$ cat config.mk
export PLATFORM = sky130hd
export DESIGN_NAME = salu_issue_flat
export DESIGN_NICKNAME = d
export VERILOG_FILES = /design/src/rtl/salu_issue_if.sv /design/src/rtl/salu_issue.sv /design/src/flat_wrapper.sv
export SDC_FILE = /design/constraint.sdc
export NUM_CORES = 1
export LEC_CHECK = 0
export CORE_MARGIN = 1.5
export CORE_UTILIZATION = 40
export DETAILED_ROUTE_END_ITERATION = 7
export PLACE_DENSITY = 0.82
export SLEW_MARGIN = 20
export SYNTH_ARGS = -nofsm -noshare
export SYNTH_HDL_FRONTEND = slang
export SYNTH_SLANG_ARGS = --single-unit
export TNS_END_PERCENT = 100
$ cat constraint.sdc
create_clock -name clk -period 6.59 [get_ports clk]
set_input_delay 1.318 -clock clk [delete_from_list [all_inputs] [get_ports clk]]
set_output_delay 1.318 -clock clk [all_outputs]
set_load 0.02 [all_outputs]
$ cat src/rtl/salu_issue_if.sv
// ---------------------------------------------------------------------------
// salu_issue_if
//   Decoded-instruction issue channel into the scalar ALU issue stage.
//
//   Handshake: a transfer happens on a rising clk edge where in_valid_i and
//   in_ready_o are both 1. While in_valid_i is 1 and in_ready_o is 0 the
//   producer holds the instruction fields stable; the consumer may drive
//   in_ready_o independently of in_valid_i.
//
//   Members:
//     in_valid_i     instruction valid               (master -> slave)
//     in_ready_o     stage can accept                (slave  -> master)
//     in_op_i        4-bit ALU opcode                (master -> slave)
//     in_rs1_addr_i  source 1 index                  (master -> slave)
//     in_rs2_addr_i  source 2 index                  (master -> slave)
//     in_rd_addr_i   destination index               (master -> slave)
//     in_rd_we_i     instruction writes rd           (master -> slave)
//     in_use_imm_i   operand 2 is in_imm_i           (master -> slave)
//     in_imm_i       sign-extended immediate         (master -> slave)
// ---------------------------------------------------------------------------
interface salu_issue_if #(
    parameter int DATA_WIDTH     = 32,
    parameter int REG_ADDR_WIDTH = 5
);
    logic                      in_valid_i;
    logic                      in_ready_o;
    logic [3:0]                in_op_i;
    logic [REG_ADDR_WIDTH-1:0] in_rs1_addr_i;
    logic [REG_ADDR_WIDTH-1:0] in_rs2_addr_i;
    logic [REG_ADDR_WIDTH-1:0] in_rd_addr_i;
    logic                      in_rd_we_i;
    logic                      in_use_imm_i;
    logic [DATA_WIDTH-1:0]     in_imm_i;

    modport master (
        output in_valid_i, in_op_i, in_rs1_addr_i, in_rs2_addr_i,
               in_rd_addr_i, in_rd_we_i, in_use_imm_i, in_imm_i,
        input  in_ready_o
    );

    modport slave (
        input  in_valid_i, in_op_i, in_rs1_addr_i, in_rs2_addr_i,
               in_rd_addr_i, in_rd_we_i, in_use_imm_i, in_imm_i,
        output in_ready_o
    );
endinterface

$ cat src/rtl/salu_issue.sv
// ---------------------------------------------------------------------------
// salu_issue
//   Issue/operand stage in front of the scalar ALU. Accepts decoded
//   instructions, reads the register file, resolves RAW hazards against the
//   two instructions in flight (X = ALU input, W = ALU result), and tracks
//   the destination tag for writeback.
//
//   Ports:
//     clk, rst            clock, asynchronous active-high reset
//     flush_i             kill X/W and refuse the incoming instruction
//     in_if (slave)       decoded instruction valid/ready channel
//     rf_rs*_addr_o       regfile read addresses (combinational)
//     rf_rs*_data_i       regfile read data (combinational, not write-through)
//     alu_res_i           registered ALU result of the W instruction
//     rs1/rs2_data_o      ALU operands (X slot)
//     alu_op_o            ALU opcode (X slot)
//     x_valid_o           X slot holds a real instruction
//     wb_valid_o          alu_res_i belongs to a real instruction
//     wb_rd_addr_o        destination of the W instruction
//     wb_rd_we_o          write regfile with alu_res_i this cycle
//
//   Optional (macro SALU_ISSUE_PERF_EN):
//     perf_issue_cnt_o    accepted instructions, wraps at 2^32
//     perf_stall_cnt_o    cycles with in_valid_i & stall, wraps at 2^32
// ---------------------------------------------------------------------------
module salu_issue #(
    parameter int DATA_WIDTH     = 32,
    parameter int REG_ADDR_WIDTH = 5
) (
    input  logic                      clk,
    input  logic                      rst,
    input  logic                      flush_i,
    salu_issue_if.slave               in_if,
    output logic [REG_ADDR_WIDTH-1:0] rf_rs1_addr_o,
    output logic [REG_ADDR_WIDTH-1:0] rf_rs2_addr_o,
    input  logic [DATA_WIDTH-1:0]     rf_rs1_data_i,
    input  logic [DATA_WIDTH-1:0]     rf_rs2_data_i,
    input  logic [DATA_WIDTH-1:0]     alu_res_i,
    output logic [DATA_WIDTH-1:0]     rs1_data_o,
    output logic [DATA_WIDTH-1:0]     rs2_data_o,
    output logic [3:0]                alu_op_o,
    output logic                      x_valid_o,
    output logic                      wb_valid_o,
    output logic [REG_ADDR_WIDTH-1:0] wb_rd_addr_o,
    output logic                      wb_rd_we_o
`ifdef SALU_ISSUE_PERF_EN
    ,
    output logic [31:0]               perf_issue_cnt_o,
    output logic [31:0]               perf_stall_cnt_o
`endif
);

    // X slot
    logic                      x_valid_q, x_valid_d;
    logic                      x_we_q,    x_we_d;
    logic [REG_ADDR_WIDTH-1:0] x_rd_q,    x_rd_d;
    logic [3:0]                x_op_q,    x_op_d;
    logic [DATA_WIDTH-1:0]     x_rs1_q,   x_rs1_d;
    logic [DATA_WIDTH-1:0]     x_rs2_q,   x_rs2_d;
    // W slot (tag only; data arrives on alu_res_i)
    logic                      w_valid_q, w_valid_d;
    logic                      w_we_q,    w_we_d;
    logic [REG_ADDR_WIDTH-1:0] w_rd_q,    w_rd_d;

    logic                      rs1_zero, rs2_zero;
    logic                      fwd_rs1, fwd_rs2;
    logic                      haz_rs1, haz_rs2;
    logic                      stall, accept;
    logic [DATA_WIDTH-1:0]     op1_sel, op2_sel;

    assign rf_rs1_addr_o = in_if.in_rs1_addr_i;
    assign rf_rs2_addr_o = in_if.in_rs2_addr_i;

    always_comb begin
        rs1_zero = (in_if.in_rs1_addr_i == '0);
        rs2_zero = (in_if.in_rs2_addr_i == '0);

        // W forward: regfile only sees this value after the W cycle ends.
        fwd_rs1 = w_valid_q & w_we_q & (w_rd_q == in_if.in_rs1_addr_i);
        fwd_rs2 = w_valid_q & w_we_q & (w_rd_q == in_if.in_rs2_addr_i);

        // X producer's result does not exist yet: wait one cycle, then it
        // sits in W and is forwarded. Writes to x0 never create a hazard.
        haz_rs1 = x_valid_q & x_we_q & (x_rd_q != '0)
                & (x_rd_q == in_if.in_rs1_addr_i);
        haz_rs2 = x_valid_q & x_we_q & (x_rd_q != '0)
                & (x_rd_q == in_if.in_rs2_addr_i) & ~in_if.in_use_imm_i;
        stall   = haz_rs1 | haz_rs2;

        in_if.in_ready_o = ~stall & ~flush_i;
        accept           = in_if.in_valid_i & in_if.in_ready_o;

        if (rs1_zero)     op1_sel = '0;
        else if (fwd_rs1) op1_sel = alu_res_i;
        else              op1_sel = rf_rs1_data_i;

        if (in_if.in_use_imm_i) op2_sel = in_if.in_imm_i;
        else if (rs2_zero)      op2_sel = '0;
        else if (fwd_rs2)       op2_sel = alu_res_i;
        else                    op2_sel = rf_rs2_data_i;

        // Default X load is a bubble (ADD 0,0, no write).
        x_valid_d = 1'b0;
        x_we_d    = 1'b0;
        x_rd_d    = '0;
        x_op_d    = 4'd0;
        x_rs1_d   = '0;
        x_rs2_d   = '0;
        if (accept) begin
            x_valid_d = 1'b1;
            x_we_d    = in_if.in_rd_we_i;
            x_rd_d    = in_if.in_rd_addr_i;
            x_op_d    = in_if.in_op_i;
            x_rs1_d   = op1_sel;
            x_rs2_d   = op2_sel;
        end

        // W follows X every cycle; the ALU never back-pressures.
        w_valid_d = x_valid_q & ~flush_i;
        w_we_d    = x_we_q & ~flush_i;
        w_rd_d    = x_rd_q;
    end

    always_ff @(posedge clk or posedge rst) begin
        if (rst) begin
            x_valid_q <= 1'b0;
            x_we_q    <= 1'b0;
            x_rd_q    <= '0;
            x_op_q    <= 4'd0;
            x_rs1_q   <= '0;
            x_rs2_q   <= '0;
            w_valid_q <= 1'b0;
            w_we_q    <= 1'b0;
            w_rd_q    <= '0;
        end else begin
            x_valid_q <= x_valid_d;
            x_we_q    <= x_we_d;
            x_rd_q    <= x_rd_d;
            x_op_q    <= x_op_d;
            x_rs1_q   <= x_rs1_d;
            x_rs2_q   <= x_rs2_d;
            w_valid_q <= w_valid_d;
            w_we_q    <= w_we_d;
            w_rd_q    <= w_rd_d;
        end
    end

    assign rs1_data_o   = x_rs1_q;
    assign rs2_data_o   = x_rs2_q;
    assign alu_op_o     = x_op_q;
    assign x_valid_o    = x_valid_q;
    assign wb_valid_o   = w_valid_q;
    assign wb_rd_addr_o = w_rd_q;
    assign wb_rd_we_o   = w_we_q;

`ifdef SALU_ISSUE_PERF_EN
    logic [31:0] perf_issue_q, perf_issue_d;
    logic [31:0] perf_stall_q, perf_stall_d;

    always_comb begin
        perf_issue_d = perf_issue_q;
        perf_stall_d = perf_stall_q;
        // accept already excludes flush cycles
        if (accept)                                 perf_issue_d = perf_issue_q + 32'd1;
        if (in_if.in_valid_i & stall & ~flush_i)    perf_stall_d = perf_stall_q + 32'd1;
    end

    always_ff @(posedge clk or posedge rst) begin
        if (rst) begin
            perf_issue_q <= '0;
            perf_stall_q <= '0;
        end else begin
            perf_issue_q <= perf_issue_d;
            perf_stall_q <= perf_stall_d;
        end
    end

    assign perf_issue_cnt_o = perf_issue_q;
    assign perf_stall_cnt_o = perf_stall_q;
`endif

endmodule

$ cat src/flat_wrapper.sv
// flat-port wrapper written by rule: the top's interface ports become plain ports
module salu_issue_flat 
#(
    parameter int DATA_WIDTH     = 32,
    parameter int REG_ADDR_WIDTH = 5
)
  (clk, rst, flush_i, rf_rs1_addr_o, rf_rs2_addr_o, rf_rs1_data_i, rf_rs2_data_i, alu_res_i, rs1_data_o, rs2_data_o, alu_op_o, x_valid_o, wb_valid_o, wb_rd_addr_o, wb_rd_we_o, in_if_in_valid_i, in_if_in_op_i, in_if_in_rs1_addr_i, in_if_in_rs2_addr_i, in_if_in_rd_addr_i, in_if_in_rd_we_i, in_if_in_use_imm_i, in_if_in_imm_i, in_if_in_ready_o);
  salu_issue_if #(.DATA_WIDTH(DATA_WIDTH), .REG_ADDR_WIDTH(REG_ADDR_WIDTH)) in_if_i ();
  input  logic clk;
  input  logic rst;
  input  logic flush_i;
  output logic [REG_ADDR_WIDTH-1:0] rf_rs1_addr_o;
  output logic [REG_ADDR_WIDTH-1:0] rf_rs2_addr_o;
  input  logic [DATA_WIDTH-1:0] rf_rs1_data_i;
  input  logic [DATA_WIDTH-1:0] rf_rs2_data_i;
  input  logic [DATA_WIDTH-1:0] alu_res_i;
  output logic [DATA_WIDTH-1:0] rs1_data_o;
  output logic [DATA_WIDTH-1:0] rs2_data_o;
  output logic [3:0] alu_op_o;
  output logic x_valid_o;
  output logic wb_valid_o;
  output logic [REG_ADDR_WIDTH-1:0] wb_rd_addr_o;
  output logic wb_rd_we_o;
  input wire logic [$bits(in_if_i.in_valid_i)-1:0] in_if_in_valid_i;
  input wire logic [$bits(in_if_i.in_op_i)-1:0] in_if_in_op_i;
  input wire logic [$bits(in_if_i.in_rs1_addr_i)-1:0] in_if_in_rs1_addr_i;
  input wire logic [$bits(in_if_i.in_rs2_addr_i)-1:0] in_if_in_rs2_addr_i;
  input wire logic [$bits(in_if_i.in_rd_addr_i)-1:0] in_if_in_rd_addr_i;
  input wire logic [$bits(in_if_i.in_rd_we_i)-1:0] in_if_in_rd_we_i;
  input wire logic [$bits(in_if_i.in_use_imm_i)-1:0] in_if_in_use_imm_i;
  input wire logic [$bits(in_if_i.in_imm_i)-1:0] in_if_in_imm_i;
  output wire logic [$bits(in_if_i.in_ready_o)-1:0] in_if_in_ready_o;
  assign in_if_i.in_valid_i = in_if_in_valid_i;
  assign in_if_i.in_op_i = in_if_in_op_i;
  assign in_if_i.in_rs1_addr_i = in_if_in_rs1_addr_i;
  assign in_if_i.in_rs2_addr_i = in_if_in_rs2_addr_i;
  assign in_if_i.in_rd_addr_i = in_if_in_rd_addr_i;
  assign in_if_i.in_rd_we_i = in_if_in_rd_we_i;
  assign in_if_i.in_use_imm_i = in_if_in_use_imm_i;
  assign in_if_i.in_imm_i = in_if_in_imm_i;
  assign in_if_in_ready_o = in_if_i.in_ready_o;
  salu_issue #(.DATA_WIDTH(DATA_WIDTH), .REG_ADDR_WIDTH(REG_ADDR_WIDTH)) u_core (.clk(clk), .rst(rst), .flush_i(flush_i), .in_if(in_if_i), .rf_rs1_addr_o(rf_rs1_addr_o), .rf_rs2_addr_o(rf_rs2_addr_o), .rf_rs1_data_i(rf_rs1_data_i), .rf_rs2_data_i(rf_rs2_data_i), .alu_res_i(alu_res_i), .rs1_data_o(rs1_data_o), .rs2_data_o(rs2_data_o), .alu_op_o(alu_op_o), .x_valid_o(x_valid_o), .wb_valid_o(wb_valid_o), .wb_rd_addr_o(wb_rd_addr_o), .wb_rd_we_o(wb_rd_we_o));
endmodule
# == Yosys cells after proc, flatten, opt, wreduce, memory -nomap -nowiden ==
# Index checks and enable logic that the tools add are counted.
# op_classes
n_eq_ne,4
n_reduce_logical,3
n_mux,11
bitwise_logic,16
# ops
cell,count
$mux 32,7
$eq 5x5->1,4
$and 1x1->1,12
$logic_not 5->1,2
$mux 5,1
$reduce_bool 5->1,1
$mux 4,1
$not 1->1,3
$mux 1,2
$or 1x1->1,1
# word_totals
ff_bits,82
in_bits,153
wordCells,43

# == Logic depth before layout (Yosys ltp) ==
# depth
ltp_word,9
mapped_depth,7
ltp_nobuf,5

# == Worst setup path before layout ==
# No wires, ideal clock.
# synth_path
path_kind,input to output
startpoint,input in_if_in_rs2_addr_i[1]
endpoint,output in_if_in_ready_o
required_time_ps,5272
arrival_time_ps,2085
slack_ps,3187
path_stages,5
path_buffers,0
path_cell_list,xnor2_1 -> nand4_1 -> o32a_1 -> nor2_1 -> nor2_1
# synth_between
elab_chain_cells,6
# synth_rtl
item,line_no,rtl
from (decl),flat_wrapper.sv:27,input wire logic [$bits(in_if_i.in_rs2_addr_i)-1:0] in_if_in_rs2_addr_i;
$eq 5x5->1,salu_issue.sv:87,& (x_rd_q == in_if.in_rs2_addr_i) & ~in_if.in_use_imm_i;
$and 1x1->1 (2 in a row),salu_issue.sv:87,
$or 1x1->1,salu_issue.sv:88,stall = haz_rs1 | haz_rs2;
$not 1->1,salu_issue.sv:90,in_if.in_ready_o = ~stall & ~flush_i;
$and 1x1->1,salu_issue.sv:90,
to (decl),flat_wrapper.sv:32,output wire logic [$bits(in_if_i.in_ready_o)-1:0] in_if_in_ready_o;
# Every way passes these cells.

# == Worst setup path in the final report ==
# Ends and elaborated chain as after synthesis.

==> metrics.txt <==
# TYPE chip_impl_metric gauge
chip_impl_metric{name="power.net_switching",unit="mW"} 0.2990
chip_impl_info{name="layout.cells.most_common",value="sky130_fd_sc_hd__clkdlybuf4s50_1"} 1
chip_impl_metric{name="placeableCoreArea",unit="sq mm"} 0.009328
chip_impl_metric{name="cts-hold-fix-buffers",unit=""} 0
chip_impl_metric{name="netlist-cell-type-count",unit=""} 25
chip_impl_info{name="worstHoldPathType",value="reg -> reg"} 1
chip_impl_metric{name="hold_ws",unit="ns"} 0.4825
chip_impl_metric{name="gp_congestion",unit=""} 0.9087
chip_impl_info{name="worst_path_max_delay_cell",value="sky130_fd_sc_hd__clkdlybuf4s50_1"} 1
chip_impl_metric{name="p_leak",unit="nW"} 2.880
chip_impl_metric{name="drt_iter0_drc",unit=""} 170
chip_impl_metric{name="post_cts_resize_count",unit=""} 0
chip_impl_metric{name="power_switching_share",unit="%"} 26.29
chip_impl_metric{name="finalMaxSlewViolations",unit=""} 0
chip_impl_metric{name="ant_cells",unit=""} 0
chip_impl_metric{name="antenna_left",unit=""} 0
chip_impl_info{name="tritoncts",value="built"} 1
chip_impl_metric{name="cp.buffers_inverters",unit=""} 2
chip_impl_metric{name="numClockSinks",unit=""} 82
chip_impl_metric{name="wl_per_cell",unit="microns"} 18.20
chip_impl_metric{name="cts-root-to-sink-buffers",unit=""} 2
chip_impl_metric{name="antenna_found_initial",unit=""} 0
chip_impl_info{name="worstSetupStartpoint",value="in_if_in_rs2_addr_i[1]"} 1
chip_impl_metric{name="grt_pass1_vias",unit=""} 3962
chip_impl_metric{name="ys_seq_elements",unit=""} 82
chip_impl_metric{name="syn2layout_area_growth",unit="%"} 66.76
chip_impl_info{name="worstReg2RegStart",value="u_core.wb_rd_addr_o[3]"} 1
chip_impl_metric{name="dieHeight",unit="microns"} 101.6
chip_impl_metric{name="detailed_place_hpwl",unit="microns"} 9478
chip_impl_metric{name="hold_viol_final",unit=""} 0
chip_impl_metric{name="globalRouteOverflowTotal",unit=""} 0
chip_impl_metric{name="synth_cells",unit=""} 382
chip_impl_metric{name="grt_use_met2",unit="%"} 45.95
chip_impl_metric{name="post-cts-setup-buffer-count",unit=""} 0
chip_impl_metric{name="clk_latency",unit="ns"} 0.33
chip_impl_metric{name="cts_made_buffers",unit=""} 9
chip_impl_metric{name="layout_setup_ws",unit="ns"} 1.983
chip_impl_metric{name="peakVddDrop",unit="V"} 0.0001238
chip_impl_info{name="root_buffer_cell",value="sky130_fd_sc_hd__clkbuf_8"} 1
chip_impl_metric{name="period_needed",unit="ns"} 4.607
chip_impl_metric{name="grt_use_total",unit="%"} 24.91
chip_impl_metric{name="globalRouteMet1Util",unit="%"} 27.28
chip_impl_metric{name="setup_viol_count_final",unit=""} 0
chip_impl_metric{name="row_count",unit=""} 35
chip_impl_info{name="worstSetupEndpointType",value="output port"} 1
chip_impl_info{name="grt_setup_unrepaired",value="false"} 1
chip_impl_metric{name="synth.yosys.warnings",unit=""} 0
chip_impl_metric{name="via_count",unit=""} 3890
chip_impl_metric{name="dp_worst_setup_slack",unit="ns"} 1.991
chip_impl_metric{name="number_of_h_tree_levels",unit=""} 3
chip_impl_metric{name="intPower",unit="mW"} 0.8382
chip_impl_info{name="setup.worst_path.start_class",value="input port"} 1
chip_impl_metric{name="power.density_cell_area",unit="mW/mm^2"} 175.5
chip_impl_metric{name="via_per_inst",unit=""} 5.343
chip_impl_metric{name="crit_arrival",unit="ns"} 3.29
chip_impl_info{name="critical_path_class",value="in -> out"} 1
chip_impl_info{name="critical_path.top_delay_family",value="buffers and inverters"} 1
chip_impl_metric{name="combinationalPowerShare",unit="%"} 22.6
chip_impl_info{name="result_of_the_run",value="complete, no violations"} 1
chip_impl_metric{name="timing_worst_slew_pin_value",unit="ns"} 1.033
chip_impl_metric{name="fin_util",unit="%"} 69.46
chip_impl_metric{name="reg2reg_slack",unit="ns"} 3.77
chip_impl_metric{name="syn_nets",unit=""} 535
chip_impl_metric{name="effective_utilization_at_floorplan",unit="%"} 41.65
chip_impl_metric{name="mappedNetlistArea",unit="sq mm"} 0.003885
chip_impl_metric{name="port_buffers",unit=""} 239
chip_impl_metric{name="layout-drive-gt1-share",unit="%"} 5.843
chip_impl_metric{name="final_net_count",unit=""} 748
chip_impl_info{name="mostFrequentLayoutCells",value="239 x sky130_fd_sc_hd__clkdlybuf4s50_1, 82 x sky130_fd_sc_hd__dfrtp_1, 34 x sky130_fd_sc_hd__nand4_1, 33 x sky130_fd_sc_hd__nand3_1, 33 x sky130_fd_sc_hd__nand2_1"} 1
chip_impl_metric{name="floorplan.die_area",unit="sq mm"} 0.01031
chip_impl_metric{name="finClkSkew",unit="ns"} 0.01266
chip_impl_metric{name="drc_errors",unit=""} 0
chip_impl_metric{name="synth.yosys.seq_area_share",unit="%"} 52.82
chip_impl_info{name="cp_cell_sequence",value="clkdlybuf4s50_1, xnor2_1, nand4_1, o32a_1, nor2_1, nor2_1, clkdlybuf4s50_1"} 1
chip_impl_metric{name="max_freq",unit="MHz"} 217.1
chip_impl_metric{name="wirelength",unit="microns"} 13250
chip_impl_metric{name="postSynthAreaPerCell",unit="sq um"} 10.17
chip_impl_metric{name="worstSetupPathDepth",unit=""} 7
chip_impl_metric{name="clock_pin_slew_worst_setup_and_hold_paths",unit="ns"} 0.08
chip_impl_metric{name="cp_max_fo",unit=""} 4
chip_impl_metric{name="hold-path-cell-count",unit=""} 0
chip_impl_metric{name="drt_first_pass_iters",unit=""} 4
chip_impl_metric{name="filler_cell_count",unit=""} 741
chip_impl_metric{name="pwr-share-seq",unit="%"} 46.7
chip_impl_metric{name="dieWidth",unit="microns"} 101.6
chip_impl_metric{name="r2r_cells",unit=""} 6
chip_impl_metric{name="grt_first_pass_wirelength",unit="microns"} 19660
chip_impl_metric{name="relSlewSlack",unit="%"} 30.92
chip_impl_metric{name="grt_use_met3",unit="%"} 6.487
chip_impl_metric{name="fin_tns_setup",unit="ns"} 0
chip_impl_metric{name="cpPeakStageDelay",unit="ns"} 0.57
chip_impl_info{name="grt_most_used_layer",value="met2"} 1
chip_impl_metric{name="pin_count",unit=""} 240
chip_impl_metric{name="pin_count_of_the_biggest_net_entering_global_routing",unit=""} 83
chip_impl_metric{name="clock_power_share",unit="%"} 30.7
chip_impl_metric{name="cp.required",unit="ns"} 5.27
chip_impl_metric{name="max-cap-violations",unit=""} 0
chip_impl_metric{name="final.period_utilization",unit="%"} 69.90
chip_impl_info{name="hold_path.startpoint",value="u_core.w_rd_d[0]"} 1
## worst paths after layout
kind	endpoint
min reg2reg	u_core.wb_rd_addr_o[0]
max	in_if_in_ready_o
max reg2reg	u_core.rs1_data_o[27]
min in group asynchronous	u_core.rs1_data_o[18]
min	u_core.wb_rd_addr_o[0]
max in group asynchronous	u_core.alu_op_o[3]
## layout make-up
cell class / count / area (sq um) / share of cell area [%]
timing repair buffer: 246 / 2449 / 37.79
sequential: 82 / 2052 / 31.67
multi-input combinational: 244 / 1587 / 24.49
inverter: 12 / 46.29 / 0.7146
tap: 129 / 161.4 / 2.491
clock buffer: 10 / 127.6 / 1.970
clock inverter: 5 / 56.30 / 0.8691
## cells by family after synthesis
group	Yosys count	share of synthesized area (%)
simple gates	156	21.26
buf+inv	56	7.085
xor+xnor	20	4.509
flops	82	52.82
mux	32	8.245
compound gates	36	6.087
## power by group through the flow
stage               sequential (mW)  combinational (mW)  clock, mW
finish                        0.531               0.257      0.349
global route                  0.533               0.273      0.383
CTS                           0.531               0.258      0.360
detailed placement            0.541               0.256          0
global placement              0.541               0.253          0
floorplan                     0.565              0.0759          0
## stage by stage
step / total power [mW] / cells / cell area, sq um
5_1_grt: 1.190 / 728 / 6479
6_report: 1.137 / 728 / 6479
4_1_cts: 1.149 / 728 / 6472
2_1_floorplan: 0.6407 / 382 / 3885
3_3_place_gp: 0.7935 / 713 / 6289
3_5_place_dp: 0.7976 / 713 / 6289
## per-layer routing
layer,share of wire [%],routed length [microns]
met1,37,4869
met2,53,7053
met3,7.8,1029
met4,2.2,293
met5,0,0
## sequential cells by signal, indices dropped and copies added (netlist names)
signal / cells
u_core.rs1_data_o: 32
u_core.rs2_data_o: 32
u_core.w_rd_d: 5
u_core.wb_rd_addr_o: 5
u_core.alu_op_o: 4
u_core.wb_rd_we_o: 1
u_core.wb_valid_o: 1
u_core.x_valid_o: 1
u_core.x_we_q: 1
## cell usage after synthesis
cell type | instances | area [sq um]
sky130_fd_sc_hd__nor4_1 | 1 | 6.260
sky130_fd_sc_hd__nor4_4 | 1 | 21.27
sky130_fd_sc_hd__nand4_1 | 34 | 212.7
sky130_fd_sc_hd__nor2_1 | 14 | 52.55
sky130_fd_sc_hd__o21ai_2 | 1 | 8.760
sky130_fd_sc_hd__xor2_1 | 9 | 78.83
sky130_fd_sc_hd__mux2i_1 | 32 | 320.3
sky130_fd_sc_hd__or4_1 | 2 | 15.01
sky130_fd_sc_hd__nand2_1 | 34 | 127.6
sky130_fd_sc_hd__a21oi_1 | 1 | 5.000
sky130_fd_sc_hd__clkbuf_1 | 22 | 82.58
sky130_fd_sc_hd__nor2b_1 | 3 | 18.77
sky130_fd_sc_hd__a31oi_1 | 32 | 200.2
sky130_fd_sc_hd__nand3_1 | 33 | 165.2
sky130_fd_sc_hd__dfrtp_1 | 82 | 2052
sky130_fd_sc_hd__buf_2 | 10 | 50.05
sky130_fd_sc_hd__and3_1 | 1 | 6.260
sky130_fd_sc_hd__nor3_2 | 7 | 70.07
sky130_fd_sc_hd__buf_4 | 10 | 75.07
sky130_fd_sc_hd__nor3_1 | 26 | 130.1
sky130_fd_sc_hd__xnor2_1 | 11 | 96.34
sky130_fd_sc_hd__o211ai_2 | 1 | 12.51
sky130_fd_sc_hd__buf_6 | 2 | 22.52
sky130_fd_sc_hd__inv_1 | 12 | 45.04
sky130_fd_sc_hd__o32a_1 | 1 | 10.01
No activity file was read; power rests on OpenSTA's default activity.
